File: src/rtl/cpu_ctrl_pkg.sv
// Shared constants, state encoding and strobe bundle for the hardwired control sequencer.
package cpu_ctrl_pkg;

  localparam int IR_WIDTH = 32;

  // IR field positions
  localparam int IR_OP_HI = 31;
  localparam int IR_OP_LO = 27;
  localparam int IR_C2_HI = 20;
  localparam int IR_C2_LO = 19;

  // Instruction opcodes
  localparam logic [4:0] OP_LDI  = 5'b00001;
  localparam logic [4:0] OP_BR   = 5'b10011;
  localparam logic [4:0] OP_NOP  = 5'b11010;
  localparam logic [4:0] OP_HALT = 5'b11011;

  // ALU operation used for every address/immediate add
  localparam logic [4:0] ALU_ADD = 5'b00011;

  typedef enum logic [3:0] {
    S_RST    = 4'd0,
    S_T0     = 4'd1,
    S_T1     = 4'd2,
    S_T2     = 4'd3,
    S_DEC    = 4'd4,
    S_LDI_T3 = 4'd5,
    S_LDI_T4 = 4'd6,
    S_LDI_T5 = 4'd7,
    S_BR_T3  = 4'd8,
    S_BR_T4  = 4'd9,
    S_BR_T5  = 4'd10,
    S_BR_T6  = 4'd11,
    S_HALT   = 4'd12
  } state_t;

  typedef struct packed {
    logic       pc_out;
    logic       mdr_out;
    logic       zlo_out;
    logic       zhi_out;
    logic       hi_out;
    logic       lo_out;
    logic       inport_out;
    logic       c_out;
    logic       mar_in;
    logic       z_in;
    logic       pc_in;
    logic       mdr_in;
    logic       ir_in;
    logic       y_in;
    logic       hi_in;
    logic       lo_in;
    logic       con_in;
    logic       outport_in;
    logic       gra;
    logic       grb;
    logic       grc;
    logic       r_in;
    logic       r_out;
    logic       ba_out;
    logic       inc_pc;
    logic [4:0] alu_op;
    logic       mem_read;
    logic       mem_write;
    logic       mem_en;
  } ctrl_t;

endpackage

File: src/rtl/control_decode.sv
// Combinational map from sequencer state (plus CON_FF for the branch commit) to the strobe bundle.
module control_decode
  import cpu_ctrl_pkg::*;
#(
  parameter logic [4:0] ALU_OP = cpu_ctrl_pkg::ALU_ADD
) (
  input  state_t state,
  input  logic   con_ff_bit,
  output ctrl_t  ctrl
);

  // Each state drives at most one bus source (PCout, MDRout, Zlo_out, Cout, Rout or BAout).
  always_comb begin
    ctrl = '0;
    case (state)
      S_T0: begin
        ctrl.pc_out = 1'b1;
        ctrl.inc_pc = 1'b1;
        ctrl.mar_in = 1'b1;
        ctrl.z_in   = 1'b1;
      end
      S_T1: begin
        ctrl.zlo_out  = 1'b1;
        ctrl.pc_in    = 1'b1;
        ctrl.mdr_in   = 1'b1;
        ctrl.mem_read = 1'b1;
        ctrl.mem_en   = 1'b1;
      end
      S_T2: begin
        ctrl.mdr_out = 1'b1;
        ctrl.ir_in   = 1'b1;
      end
      S_LDI_T3: begin
        ctrl.grb    = 1'b1;
        ctrl.ba_out = 1'b1;
        ctrl.y_in   = 1'b1;
      end
      S_LDI_T4: begin
        ctrl.c_out  = 1'b1;
        ctrl.z_in   = 1'b1;
        ctrl.alu_op = ALU_OP;
      end
      S_LDI_T5: begin
        ctrl.zlo_out = 1'b1;
        ctrl.gra     = 1'b1;
        ctrl.r_in    = 1'b1;
      end
      S_BR_T3: begin
        ctrl.gra    = 1'b1;
        ctrl.r_out  = 1'b1;
        ctrl.con_in = 1'b1;
      end
      S_BR_T4: begin
        ctrl.pc_out = 1'b1;
        ctrl.y_in   = 1'b1;
      end
      S_BR_T5: begin
        ctrl.c_out  = 1'b1;
        ctrl.z_in   = 1'b1;
        ctrl.alu_op = ALU_OP;
      end
      S_BR_T6: begin
        // The only Mealy term: the branch target is committed only when CON_FF says taken.
        ctrl.zlo_out = 1'b1;
        ctrl.pc_in   = con_ff_bit;
      end
      default: ctrl = '0;
    endcase
  end

endmodule

File: src/rtl/control_unit_hw.sv
// Hardwired control sequencer: fetch (stalled by memory_done), decode, ldi, branch family, nop, halt.
module control_unit_hw
  import cpu_ctrl_pkg::*;
#(
  parameter int         DATA_WIDTH = 32,
  parameter logic [4:0] ALU_ADD    = cpu_ctrl_pkg::ALU_ADD
) (
  input  logic                  Clock,
  input  logic                  clear,
  input  logic [DATA_WIDTH-1:0] ir,
  input  logic                  con_ff_bit,
  input  logic                  memory_done,
  input  logic                  stop,
  output logic                  PCout,
  output logic                  MDRout,
  output logic                  Zlo_out,
  output logic                  Zhi_out,
  output logic                  HIout,
  output logic                  LOout,
  output logic                  Inport_out,
  output logic                  Cout,
  output logic                  MARin,
  output logic                  Zin,
  output logic                  PCin,
  output logic                  MDRin,
  output logic                  IRin,
  output logic                  Yin,
  output logic                  HIin,
  output logic                  LOin,
  output logic                  CONin,
  output logic                  outport_in,
  output logic                  Gra,
  output logic                  Grb,
  output logic                  Grc,
  output logic                  Rin,
  output logic                  Rout,
  output logic                  BAout,
  output logic                  IncPC,
  output logic [4:0]            opcode,
  output logic                  Mem_Read,
  output logic                  Mem_Write,
  output logic                  Mem_enable512x32,
  output logic                  run,
  output logic                  illegal,
  output logic [3:0]            state_dbg
);

  state_t     state;
  state_t     state_next;
  logic       set_illegal;
  logic [4:0] ir_op;
  ctrl_t      ctrl;

  assign ir_op = ir[IR_OP_HI:IR_OP_LO];

  // Condition code and operand fields are consumed by the datapath, not the sequencer.
  logic unused_ir_bits;
  assign unused_ir_bits = ^ir[IR_OP_LO-1:0];

  always_ff @(posedge Clock or negedge clear) begin
    if (!clear) begin
      state   <= S_RST;
      illegal <= 1'b0;
    end else begin
      state <= state_next;
      if (set_illegal) illegal <= 1'b1;
    end
  end

  // Fetch handshake: T1 holds its strobes until memory_done is seen high at a rising edge;
  // the repeated PC reload in T1 is harmless because Z does not change while stalled.
  always_comb begin
    state_next  = state;
    set_illegal = 1'b0;
    case (state)
      S_RST: state_next = S_T0;
      S_T0:  state_next = S_T1;
      S_T1:  if (memory_done) state_next = S_T2;
      S_T2:  state_next = S_DEC;
      S_DEC: begin
        case (ir_op)
          OP_LDI:  state_next = S_LDI_T3;
          OP_BR:   state_next = S_BR_T3;
          OP_NOP:  state_next = stop ? S_HALT : S_T0;
          OP_HALT: state_next = S_HALT;
          default: begin
            state_next  = S_HALT;
            set_illegal = 1'b1;
          end
        endcase
      end
      S_LDI_T3: state_next = S_LDI_T4;
      S_LDI_T4: state_next = S_LDI_T5;
      S_LDI_T5: state_next = stop ? S_HALT : S_T0;
      S_BR_T3:  state_next = S_BR_T4;
      S_BR_T4:  state_next = S_BR_T5;
      S_BR_T5:  state_next = S_BR_T6;
      S_BR_T6:  state_next = stop ? S_HALT : S_T0;
      S_HALT:   state_next = S_HALT;
      default:  state_next = S_RST;
    endcase
  end

  control_decode #(
    .ALU_OP(ALU_ADD)
  ) u_decode (
    .state      (state),
    .con_ff_bit (con_ff_bit),
    .ctrl       (ctrl)
  );

  assign PCout            = ctrl.pc_out;
  assign MDRout           = ctrl.mdr_out;
  assign Zlo_out          = ctrl.zlo_out;
  assign Zhi_out          = ctrl.zhi_out;
  assign HIout            = ctrl.hi_out;
  assign LOout            = ctrl.lo_out;
  assign Inport_out       = ctrl.inport_out;
  assign Cout             = ctrl.c_out;
  assign MARin            = ctrl.mar_in;
  assign Zin              = ctrl.z_in;
  assign PCin             = ctrl.pc_in;
  assign MDRin            = ctrl.mdr_in;
  assign IRin             = ctrl.ir_in;
  assign Yin              = ctrl.y_in;
  assign HIin             = ctrl.hi_in;
  assign LOin             = ctrl.lo_in;
  assign CONin            = ctrl.con_in;
  assign outport_in       = ctrl.outport_in;
  assign Gra              = ctrl.gra;
  assign Grb              = ctrl.grb;
  assign Grc              = ctrl.grc;
  assign Rin              = ctrl.r_in;
  assign Rout             = ctrl.r_out;
  assign BAout            = ctrl.ba_out;
  assign IncPC            = ctrl.inc_pc;
  assign opcode           = ctrl.alu_op;
  assign Mem_Read         = ctrl.mem_read;
  assign Mem_Write        = ctrl.mem_write;
  assign Mem_enable512x32 = ctrl.mem_en;

  assign run       = (state != S_RST) && (state != S_HALT);
  assign state_dbg = state;

endmodule

File: config.mk
export PLATFORM = sky130hd
export DESIGN_NAME = control_unit_hw
export DESIGN_NICKNAME = d
export VERILOG_FILES = /design/src/rtl/cpu_ctrl_pkg.sv /design/src/rtl/control_decode.sv /design/src/rtl/control_unit_hw.sv
export SDC_FILE = /design/constraint.sdc
export NUM_CORES = 1
export LEC_CHECK = 0
export CAP_MARGIN = 20
export CELL_PAD_IN_SITES_DETAIL_PLACEMENT = 0
export CELL_PAD_IN_SITES_GLOBAL_PLACEMENT = 1
export CORE_AREA = 5 5 53 89
export DETAILED_ROUTE_END_ITERATION = 8
export DIE_AREA = 0 0 58 94
export PLACE_DENSITY = 0.87
export SYNTH_ARGS = -nofsm -noshare
export SYNTH_HDL_FRONTEND = slang
export SYNTH_HIERARCHICAL = 1
export SYNTH_SLANG_ARGS = --single-unit
File: constraint.sdc
create_clock -name Clock -period 2.68 [get_ports Clock]
set_input_delay 0.804 -clock Clock [delete_from_list [all_inputs] [get_ports Clock]]
set_output_delay 0.804 -clock Clock [all_outputs]
set_load 0.1 [all_outputs]
# Word level (Yosys, flattened, before mapping)
# Index checks and enable logic that the tools add are counted.
# Widths: inputs -> output; s select.
# classes
eq_ne	18
mux	20
reduce_logical	11
# op_table
operator	n
$pmux 4 s12	1
$eq 4x4->1 const B	5
$eq 4x3->1 const B	4
$eq 5x5->1 const B	3
$mux 1	14
$pmux 4 s3	1
$reduce_or 2->1	5
$eq 4x2->1 const B	2
$mux 4	2
$reduce_or 3->1	2
$eq 5x1->1 const B	1
$eq 4x1->1 const B	1
$logic_not 4->1	1
$ne 4x4->1 const B	1
$reduce_bool 4->1	1
$reduce_or 4->1	1
$mux 2	1
$ne 2x2->1 const B	1
$pmux 1 s2	1
$logic_and 1x1->1	1
# word_totals
ff_bits	5
input_bits	37
output_inout_bits	39
word_cells	51

# Longest topological paths before layout
# logic_depth
depth_word	4
mapped_depth	5
mapped_depth_nobuf	4

# Modules after synthesis
# Netlist, hierarchy kept.
# modules_own_cells
module	instances	cells_per_inst	area_per_inst_um2	seq_area_each_um2
control_unit_hw	1	49	387.9	125.1
control_decode	1	44	284.0	0.0

# Worst setup path after synthesis
# OpenSTA, ideal clock, no wires.
# synth_timing
kind	flip-flop to output port
start	reg state[3] (netlist: state_dbg[3])
end	out Gra
arrival_ps	5361
required_time_ps	1876
setup_slack_ps	-3485
stages_incl_launch_ff	3
n_path_buf	0
cell_sequence	dfrtp_1 > nor4b_1 > o21bai_1
# synth_between
elab_chain_cells	3
word_cells_on_any_way	4
classes_between	eq/ne (2); mux (1); reduce/logical (1)
# synth_lines
item	line	text
start: declaration	control_unit_hw.sv:48	state_t state;
start signal: assignment	control_unit_hw.sv:65	state <= state_next;
$eq 4x3->1 / $eq 4x4->1 (equally long branches)	control_decode.sv:15	case (state)
$reduce_or 2->1 (no line) (*)	--	
$mux 1 (*)	control_decode.sv:15	
end: declaration	control_unit_hw.sv:32	output logic Gra,
# Every way passes the cells marked *; elsewhere a longest branch is shown, timed or not.

# Worst setup path in the final report
# layout_timing
start	in con_ff_bit
end	out PCin
# layout_between
elab_chain_cells	1
# layout_lines
item	line	text
start: declaration	control_unit_hw.sv:11	input logic con_ff_bit,
$pmux 1 s2	control_decode.sv:15	
end: declaration	control_unit_hw.sv:24	output logic PCin,
# No other way between the ends.

==> results.yml <==
outcome:
  status: "completed"
layout:
  area_growth_pct: 103.2
  drive_gt1_frac: 0.4545
  design_area_um2: 1365
  nNetsFinal: 159
  fin_util: 0.3497
  num_antenna_cells: 0
global_routing:
  grt.overflow.total: 0
  grt_max_degree: 22
  antenna_found_initial: 0
  grt_pass1_vias: 670
  grt_pass1_wl_mm: 2.911
  grt_usage: 0.06826
synth:
  synth.most_common_cell: "buf_4"
  yosysWarnings: 6
  yosysTopAreaCell: "buf_4"
  synth.top_cell.area_share: 0.2235
  synthCells: 93
  synth_compound_area_frac: 0.2365
  synth-simple-area-share: 0.2570
  ys_top_cells_by_area: "buf_4 (22%), dfrtp_1 (19%), nor2_1 (6.1%)"
  synth_commonest_cells: "buf_4 (20), nor2_1 (11), a21oi_1 (6)"
  syn_avg_cell_area_um2: 7.225
  synthFlopType: "dfrtp_1"
  ys_ff_latch: 5
  yosys.area_share.adder: 0
  synth_mux_area_frac: 0
  async_reset_ff_frac: 1.000
  synth_xor_area_frac: 0.03911
  synth_edf_count: 0
  netlist_area_um2: 671.9
  synth_top_family_by_area: "buffers and inverters"
  yosysUniqueCellTypes: 31
  yosysSeqAreaShare: 0.1862
clock_tree:
  post_cts_resized: 0
  numCtsBuffers: 3
  cts_buffer_depth: 2
  htreeDepth: 1
  path_clk_slew_ps: 40
  clk-insertion-delay-late_ps: 220
  root_buffer: "clkbuf_8"
  cts-hold-fix-buffers: 0
  cts_setup_buffers: 0
  cts_sinks: 5
  cts_tree: "done"
detailed_routing:
  wl_per_cell_um: 11.45
  routed_wl_mm: 1.935
  drt-initial-drc-count: 7
  drtPass1Iterations: 3
  antenna_left: 0
  drcViolationCount: 0
  vias: 711
  vias_per_cell: 4.207
placement:
  io_buffer_count: 36
  place_hpwl_mm: 1.610
  place_ws_ps: -15.50
  routabilityCongestion: 0.7513
  place_area_um2: 1320
sta:
  setup_viol: 0
  period_needed_ps: 2642
  rsz0062_at_grt: "false"
  fin_crit_sh: 0.9858
  fin_skew_ps: 2.566
  finalMaxSlewViolations: 0
  hold_violations: 0
  tns_ps: 0
  fin_ws_ps: 38.11
  fmax_ghz: 0.3785
worst_setup_path:
  cp_max_fo: 1
  crit_path_start: "con_ff_bit"
  setup.worst_path.class: "in -> out"
  cp-end-kind: "primary output"
  rrSetupSlack_ps: 1390
  r2r_end: "state_dbg[0]"
  r2r_start: "state_dbg[2]"
  critPathLaunchType: "primary input"
  crit_end: "PCin"
  required_ps: 1880
  reg2regPathDepth: 4
  critical_path_arrival_ps: 1840
floorplanning:
  die_h_um: 94
  start_util: 0.1721
  io_pins: 76
  core_um2: 3904
  dieWidth_um: 58
  die_area_um2: 5452
  rows: 30
run:
  cap_violations: 0
worst_hold_path:
  hold_class: "reg -> reg"
[critical path, cell delays in order]
cell             delay (ps)
clkdlybuf4s50_1         450
nand3_1                 110
a211oi_4                260
buf_12                  210
[cells by family after synthesis]
| kind of cell | count (synthesis) |
|---|---|
| AOI/OAI and AO/OA | 23 |
| xor gates and xnor gates | 3 |
| buffers and inverters | 29 |
| DFF | 5 |
| other | 1 |
| and+or+nand+nor | 32 |
[per-stage QoR]
step                      std cells  hold slack [ps]
after global routing            169            508.7
after global placement          165            465.3
after floorplan                 104            508.4
final                           169            479.6
after CTS                       169            484.2
after detailed placement        165            466.8
[final cells by class]
| class | instances | area, µm² |
|---|---|---|
| clock buffer | 4 | 45.04 |
| fill | 407 | 2539 |
| tap | 48 | 60.06 |
| inverter | 5 | 18.77 |
| sequential | 5 | 140.1 |
| timing repair buffer | 37 | 575.6 |
| multi-input combinational | 70 | 525.5 |
[state kept, by name, indices dropped and copies added, names as in the netlist]
name	flops
illegal	1
state_dbg	4
[cell usage in the layout (no fill, tap or decap), drive strengths merged]
master	n
a211oi	3
a21boi	1
a21oi	6
a221oi	1
a22o	1
buf	28
clkbuf	4
clkdlybuf4s50	9
conb	12
dfrtp	5
inv	5
nand2	3
nand2b	5
nand3	4
nand3b	1
nor2	11
nor2b	1
nor3	1
nor4	1
nor4b	1
o211ai	1
o21ai	3
o21ba	1
o21bai	2
o22ai	3
o32ai	1
or2	2
or3b	1
or4b	1
xnor2	3
[worst min path at each step]
| stage | startpoint | end | slack (ps) | cells past startpoint |
|---|---|---|---|---|
| 3_5_place_dp | illegal | illegal | 470 | 1 |
| 3_3_place_gp | illegal | illegal | 470 | 1 |
| 4_1_cts | illegal | illegal | 480 | 1 |
| 5_1_grt | illegal | illegal | 510 | 1 |
| 2_1_floorplan | clear | illegal | 510 | 0 |
| 6_report | illegal | illegal | 480 | 1 |
[layer usage]
| layer | track usage | vias up | routed length (µm) |
|---|---|---|---|
| li1 | - | 342 | - |
| met1 | 0.06286 | 328 | 665 |
| met2 | 0.1340 | 39 | 1036 |
| met3 | 0.02201 | 2 | 220 |
| met4 | 0.02321 | 0 | 13 |
| met5 | 0 | - | 0 |
Power is left out: the tool's default activity adds up to more than one toggle a clock period on the data nets, which glitch-free logic cannot reach.
